### config.mk
export PLATFORM = sky130hd
export DESIGN_NAME = fetch_sequencer_flat
export DESIGN_NICKNAME = d
export VERILOG_FILES = /design/src/rtl/fetch_sequencer_pkg.sv /design/src/rtl/fetch_sequencer_if.sv /design/src/rtl/fetch_sequencer.sv /design/src/flat_wrapper.sv
export SDC_FILE = /design/constraint.sdc
export NUM_CORES = 1
export LEC_CHECK = 0
export CORE_MARGIN = 1.5
export CORE_UTILIZATION = 44
export DETAILED_ROUTE_END_ITERATION = 7
export GPL_TIMING_DRIVEN = 0
export PLACE_DENSITY_LB_ADDON = 0.2
export SLEW_MARGIN = 20
export SYNTH_ARGS = -nofsm -noshare
export SYNTH_HDL_FRONTEND = slang
export SYNTH_SLANG_ARGS = --single-unit
### constraint.sdc
create_clock -name clk -period 3.29 [get_ports clk]
set_clock_uncertainty 0.05 [all_clocks]
set_input_delay 0.329 -clock clk [delete_from_list [all_inputs] [get_ports clk]]
set_output_delay 0.329 -clock clk [all_outputs]
set_load 0.01 [all_outputs]
### src/rtl/fetch_sequencer_pkg.sv
// fetch_sequencer_pkg: FSM state encoding and instruction width shared by the fetch sequencer files
package fetch_sequencer_pkg;
  localparam int INSTR_W = 32;
  typedef enum logic [1:0] {IDLE, FETCH, STALL, HALT} state_e;
endpackage

### src/rtl/fetch_sequencer_if.sv
// fetch_sequencer_if: control, instruction-memory and instruction-output bus of fetch_sequencer
//   master (sequencer): in  start, halt_req, redirect_valid, redirect_pc, mem_data, instr_ready
//                       out mem_addr, instr_valid, instr, instr_pc, busy, misalign_err
//   slave (environment): the same signals with directions reversed
interface fetch_sequencer_if #(parameter int ADDR_W = 10);
  import fetch_sequencer_pkg::*;
  logic               start;
  logic               halt_req;
  logic               redirect_valid;
  logic [31:0]        redirect_pc;
  logic [ADDR_W-1:0]  mem_addr;
  logic [INSTR_W-1:0] mem_data;
  logic               instr_valid;
  logic [INSTR_W-1:0] instr;
  logic [31:0]        instr_pc;
  logic               instr_ready;
  logic               busy;
  logic               misalign_err;
  modport master (
    input  start, halt_req, redirect_valid, redirect_pc, mem_data, instr_ready,
    output mem_addr, instr_valid, instr, instr_pc, busy, misalign_err
  );
  modport slave (
    output start, halt_req, redirect_valid, redirect_pc, mem_data, instr_ready,
    input  mem_addr, instr_valid, instr, instr_pc, busy, misalign_err
  );
endinterface

### src/rtl/fetch_sequencer.sv
// fetch_sequencer: PC sequencer fetching one word per cycle from an external combinational memory
//   clk, reset (sync, active-high); bus = fetch_sequencer_if.master (control, memory, instruction output)
//   Define FETCH_MISALIGN_CHECK_EN to halt with a sticky misalign_err on redirects to non-word targets;
//   otherwise redirect targets have their low two bits masked and misalign_err stays 0.
module fetch_sequencer
  import fetch_sequencer_pkg::*;
#(
  parameter logic [31:0] RESET_PC = 32'h0000_0000,
  parameter int          ADDR_W   = 10
) (
  input logic               clk,
  input logic               reset,
  fetch_sequencer_if.master bus
);
  localparam logic [1:0] S_IDLE = IDLE, S_FETCH = FETCH, S_STALL = STALL, S_HALT = HALT;
  logic [1:0]         state_q, state_d;
  logic [31:0]        pc_q, pc_d, ipc_q, ipc_d;
  logic [INSTR_W-1:0] instr_q, instr_d;
  logic               valid_q, valid_d, err_q, err_d;
  logic               run, redir, bad, load, take;
  assign run   = state_q == S_FETCH || state_q == S_STALL;
  assign redir = bus.redirect_valid && state_q != S_IDLE;
`ifdef FETCH_MISALIGN_CHECK_EN
  assign bad = redir && bus.redirect_pc[1:0] != 2'b00;
`else
  assign bad = 1'b0;
`endif
  assign take = valid_q && bus.instr_ready;
  // STALL loads on the accepting cycle exactly like FETCH, so both share one load condition
  assign load = run && !redir && !bus.halt_req && (!valid_q || bus.instr_ready);
  always_comb begin
    pc_d    = bad ? pc_q : redir ? {bus.redirect_pc[31:2], 2'b00} : load ? pc_q + 32'd4 : pc_q;
    instr_d = load ? bus.mem_data : instr_q;
    ipc_d   = load ? pc_q : ipc_q;
    valid_d = load || (valid_q && !redir && !take);
    err_d   = err_q || bad;
    state_d = state_q == S_IDLE    ? (bus.start ? S_FETCH : S_IDLE) :
              (bad || bus.halt_req) ? S_HALT :
              run                  ? (valid_q && !bus.instr_ready && !redir ? S_STALL : S_FETCH) :
              bus.start            ? S_FETCH : S_HALT;
  end
  always_ff @(posedge clk) begin
    if (reset) begin
      state_q <= S_IDLE;
      pc_q    <= RESET_PC;
      ipc_q   <= '0;
      instr_q <= '0;
      valid_q <= 1'b0;
      err_q   <= 1'b0;
    end else begin
      state_q <= state_d;
      pc_q    <= pc_d;
      ipc_q   <= ipc_d;
      instr_q <= instr_d;
      valid_q <= valid_d;
      err_q   <= err_d;
    end
  end
  assign bus.mem_addr     = pc_q[ADDR_W+1:2];
  assign bus.instr_valid  = valid_q;
  assign bus.instr        = instr_q;
  assign bus.instr_pc     = ipc_q;
  assign bus.busy         = run;
  assign bus.misalign_err = err_q;
endmodule

### src/flat_wrapper.sv
// flat-port wrapper written by rule: the top's interface ports become plain ports
module fetch_sequencer_flat import fetch_sequencer_pkg::*;
#(
  parameter logic [31:0] RESET_PC = 32'h0000_0000,
  parameter int          ADDR_W   = 10
)
  (clk, reset, bus_start, bus_halt_req, bus_redirect_valid, bus_redirect_pc, bus_mem_data, bus_instr_ready, bus_mem_addr, bus_instr_valid, bus_instr, bus_instr_pc, bus_busy, bus_misalign_err);
  fetch_sequencer_if #(.ADDR_W(ADDR_W)) bus_i ();
  input logic clk;
  input logic reset;
  input wire logic [$bits(bus_i.start)-1:0] bus_start;
  input wire logic [$bits(bus_i.halt_req)-1:0] bus_halt_req;
  input wire logic [$bits(bus_i.redirect_valid)-1:0] bus_redirect_valid;
  input wire logic [$bits(bus_i.redirect_pc)-1:0] bus_redirect_pc;
  input wire logic [$bits(bus_i.mem_data)-1:0] bus_mem_data;
  input wire logic [$bits(bus_i.instr_ready)-1:0] bus_instr_ready;
  output wire logic [$bits(bus_i.mem_addr)-1:0] bus_mem_addr;
  output wire logic [$bits(bus_i.instr_valid)-1:0] bus_instr_valid;
  output wire logic [$bits(bus_i.instr)-1:0] bus_instr;
  output wire logic [$bits(bus_i.instr_pc)-1:0] bus_instr_pc;
  output wire logic [$bits(bus_i.busy)-1:0] bus_busy;
  output wire logic [$bits(bus_i.misalign_err)-1:0] bus_misalign_err;
  assign bus_i.start = bus_start;
  assign bus_i.halt_req = bus_halt_req;
  assign bus_i.redirect_valid = bus_redirect_valid;
  assign bus_i.redirect_pc = bus_redirect_pc;
  assign bus_i.mem_data = bus_mem_data;
  assign bus_i.instr_ready = bus_instr_ready;
  assign bus_mem_addr = bus_i.mem_addr;
  assign bus_instr_valid = bus_i.instr_valid;
  assign bus_instr = bus_i.instr;
  assign bus_instr_pc = bus_i.instr_pc;
  assign bus_busy = bus_i.busy;
  assign bus_misalign_err = bus_i.misalign_err;
  fetch_sequencer #(.RESET_PC(RESET_PC), .ADDR_W(ADDR_W)) u_core (.clk(clk), .reset(reset), .bus(bus_i));
endmodule
==> impl_metrics.py <==
metrics = {
    "run_status": {
        "status": "completed",
    },
    "critical_path": {
        "reg2reg_from": "u_core.state_q[1]$_SDFF_PP0_",
        "regToRegSetupSlack_ns": 0.40,
        "worstSetupPathType": "flop to flop",
        "end_kind": "flop",
        "cp-start-kind": "flop",
        "reg2reg_to": "u_core.pc_q[23]$_SDFFE_PP0P_",
        "rr_worst_depth": 9,
        "cp.required_ns": 3.51,
        "path_max_fanout": 10,
        "arrival_ns": 3.11,
    },
    "detailed_routing": {
        "routed_wl_mm": 11.2,
        "drc_errors": 0,
        "drtAntennaViolNets": 0,
        "vias_per_cell": 5.21,
        "via_count": 4044,
        "post_drt_wl_per_cell_um": 14.5,
        "first_iter_violations": 166,
        "first_pass_iters": 4,
    },
    "min_path": {
        "hold_path.class": "flop to flop",
        "holdPathEnd": "u_core.bus.instr[2]$_SDFFE_PP0P_",
        "whs_path_depth": 2,
        "min_from": "u_core.bus.instr[2]$_SDFFE_PP0P_",
    },
    "global_route": {
        "track_usage_pct": 23.1,
        "overflow": 0,
        "grt_antenna_before_repair": 0,
        "grt_max_degree": 16,
        "grt_pass1_wl_mm": 18.3,
        "grt_pass1_vias": 3913,
    },
    "synth": {
        "synth_top_area_cell": "dfxtp_1",
        "ys_ff_latch": 95,
        "synth-async-reset-ratio_pct": 0,
        "synth_top_area_share_pct": 47.5,
        "synth_cell_types": 35,
        "synth_edf_count": 0,
        "yosysMostFrequentCell": "nand2_1",
        "synthFlopType": "dfxtp_1",
        "synth.area.top_cells": "dfxtp_1 47%, nand2_1 13%, a21oi_1 7.9%",
        "synth_common_cells": "139 x nand2_1, 95 x dfxtp_1, 63 x a21oi_1, 35 x nor2_1, 31 x clkbuf_1",
        "ys.warnings.count": 0,
        "synth_cells": 510,
        "avgSynthCellArea_um2": 7.86,
        "ys_seq_area_share_pct": 47.5,
        "synth_area_mm2": 0.00401,
    },
    "clock_tree": {
        "clk_latency_ns": 0.36,
        "hold_buffers": 0,
        "post_cts_resized": 0,
        "cts_sinks": 95,
        "cts_setup_buffers": 0,
        "root_buffer": "clkbuf_8",
        "cts_inserted_buffers": 9,
        "clkSlewWorstSetupHoldPaths_ns": 0.09,
        "cts_tree": "built",
        "cts.htree.levels": 3,
        "cts_buffer_depth": 2,
    },
    "floorplan": {
        "ioPinCount": 147,
        "die-area_mm2": 0.00969,
        "core_mm2": 0.00876,
        "die_x_um": 98.4,
        "initial_core_util_pct": 45.7,
        "chipHeight_um": 98.4,
        "placementRows": 34,
    },
    "sta": {
        "max_freq_ghz": 0.346,
        "hold_viol": 0,
        "max_slew.worst_pin.slew_ns": 0.738,
        "tns_ns": 0,
        "maxSlewViolCount": 0,
        "fin_crit_ns": 2.89,
        "setup_viol": 0,
        "slew_headroom_pct": 50.6,
        "rsz0062_at_grt": "false",
        "setup_slack_ns": 0.399,
        "min_period_over_period_pct": 87.9,
    },
    "final_layout": {
        "final_core_util_pct": 65.8,
        "area_growth_syn_to_layout_pct": 44.0,
        "diodes": 0,
        "nNetsFinal": 735,
        "fin_cells": 776,
        "nFillCells": 796,
        "drive_gt1_share_pct": 5.69,
    },
    "place": {
        "dp_cells": 760,
        "place_ws_ns": 0.188,
        "gp_congestion": 0.816,
        "port_buffers": 140,
        "dp_hpwl_mm": 8.32,
    },
    "power": {
        "powerDensity_mw_per_mm2": 465,
        "leakage_nw": 1.92,
        "max-vdd-ir-drop_v": 0.000280,
    },
    "run": {
        "cap_violations": 0,
    },
}
per-stage QoR:
step	instance area [um2]	hold WS (ns)	total power, mW
2_1_floorplan	4020	0.395	1.60
3_3_place_gp	5550	0.391	1.87
3_5_place_dp	5550	0.396	1.89
4_1_cts	5770	0.409	2.69
5_1_grt	5770	0.426	2.80
6_report	5770	0.406	2.68
layout make-up:
type	count	area (um2)	share of cell area [%]
multi-input cells	364	1860	32.3
clock inverters	4	52.6	0.911
inverters	5	18.8	0.325
well taps	108	135	2.34
repair buffers	140	1400	24.3
clock buffers	12	165	2.86
flip-flops and latches	95	1900	33.0
plain buffers	48	233	4.03
placed cells by master (no fill, tap or decap), types with 2 or more instances in the layout:
| cell type | instances |
|---|---|
| nand2b_1 | 3 |
| and4_4 | 2 |
| buf_4 | 13 |
| conb_1 | 3 |
| or4_1 | 4 |
| a311oi_1 | 11 |
| nand4_1 | 6 |
| nor4_1 | 7 |
| clkinv_4 | 2 |
| ha_1 | 2 |
| buf_2 | 3 |
| dfxtp_1 | 95 |
| clkdlybuf4s50_1 | 140 |
| nor3_1 | 8 |
| clkbuf_8 | 12 |
| a31oi_1 | 2 |
| clkbuf_1 | 31 |
| inv_1 | 5 |
| and3_1 | 3 |
| a211oi_1 | 18 |
| o21ai_0 | 9 |
| nand2_1 | 139 |
| nor2_1 | 35 |
| nor2b_1 | 3 |
| xor2_1 | 4 |
| o31ai_1 | 2 |
| nand3_1 | 11 |
| a21oi_1 | 63 |
| or3_1 | 8 |
| xnor2_1 | 14 |
kinds of logic (layout without fill, tap and decap cells):
kind of cell,Yosys count,after routing,share of synthesized area (%)
xor gates and xnor gates,18,18,3.93
DFF,95,95,47.5
buffers and inverters,53,209,6.28
adders and majority gates,2,2,0.624
other,1,3,0.0936
AOI/OAI and AO/OA,107,107,15.8
and+or+nand+nor,234,234,25.8
where the power goes:
part,leakage (nW),internal (mW),switching [mW],total (mW)
Combinational,1.04,0.279,0.269,0.548
Clock,0.113,0.416,0.406,0.821
Sequential,0.774,1.23,0.0795,1.31
Total,1.92,1.93,0.754,2.68
state kept, by name (all words and copies together), names as in the netlist:
signal,flops
u_core.bus.instr_valid,1
u_core.pc_q,30
u_core.bus.instr,32
u_core.state_q,2
u_core.bus.instr_pc,30
metal layers:
layer | GRT usage [%] | up-vias | routed length [um]
met5 | 0 | - | 0
met4 | 7.04 | 0 | 101
met3 | 3.90 | 10 | 646
met2 | 39.8 | 135 | 5460
met1 | 29.7 | 1877 | 5030
li1 | - | 2022 | -
worst max-delay path by stage:
stage | start | to | slack (ns) | depth (start not counted)
after floorplan | u_core.state_q[0]$_SDFF_PP0_ | u_core.pc_q[23]$_SDFFE_PP0P_ | 0.73 | 9
after global placement | bus_instr_ready | u_core.pc_q[23]$_SDFFE_PP0P_ | 0.23 | 8
after detailed placement | bus_instr_ready | u_core.pc_q[23]$_SDFFE_PP0P_ | 0.19 | 8
after CTS | u_core.state_q[1]$_SDFF_PP0_ | u_core.pc_q[23]$_SDFFE_PP0P_ | 0.42 | 9
after global routing | u_core.state_q[0]$_SDFF_PP0_ | u_core.pc_q[23]$_SDFFE_PP0P_ | 0.18 | 9
final | u_core.state_q[1]$_SDFF_PP0_ | u_core.pc_q[23]$_SDFFE_PP0P_ | 0.40 | 9
critical path, cell delays in order, from the launching register on:
cell      delay [ns]
dfxtp_1         0.32
inv_1           0.04
ha_1            0.34
nor2b_1         0.15
buf_2           0.21
nand3_2         0.21
or4_1           0.62
clkbuf_1        0.26
or3_1           0.37
a311oi_1        0.25
(Power assumes the default switching activity.)
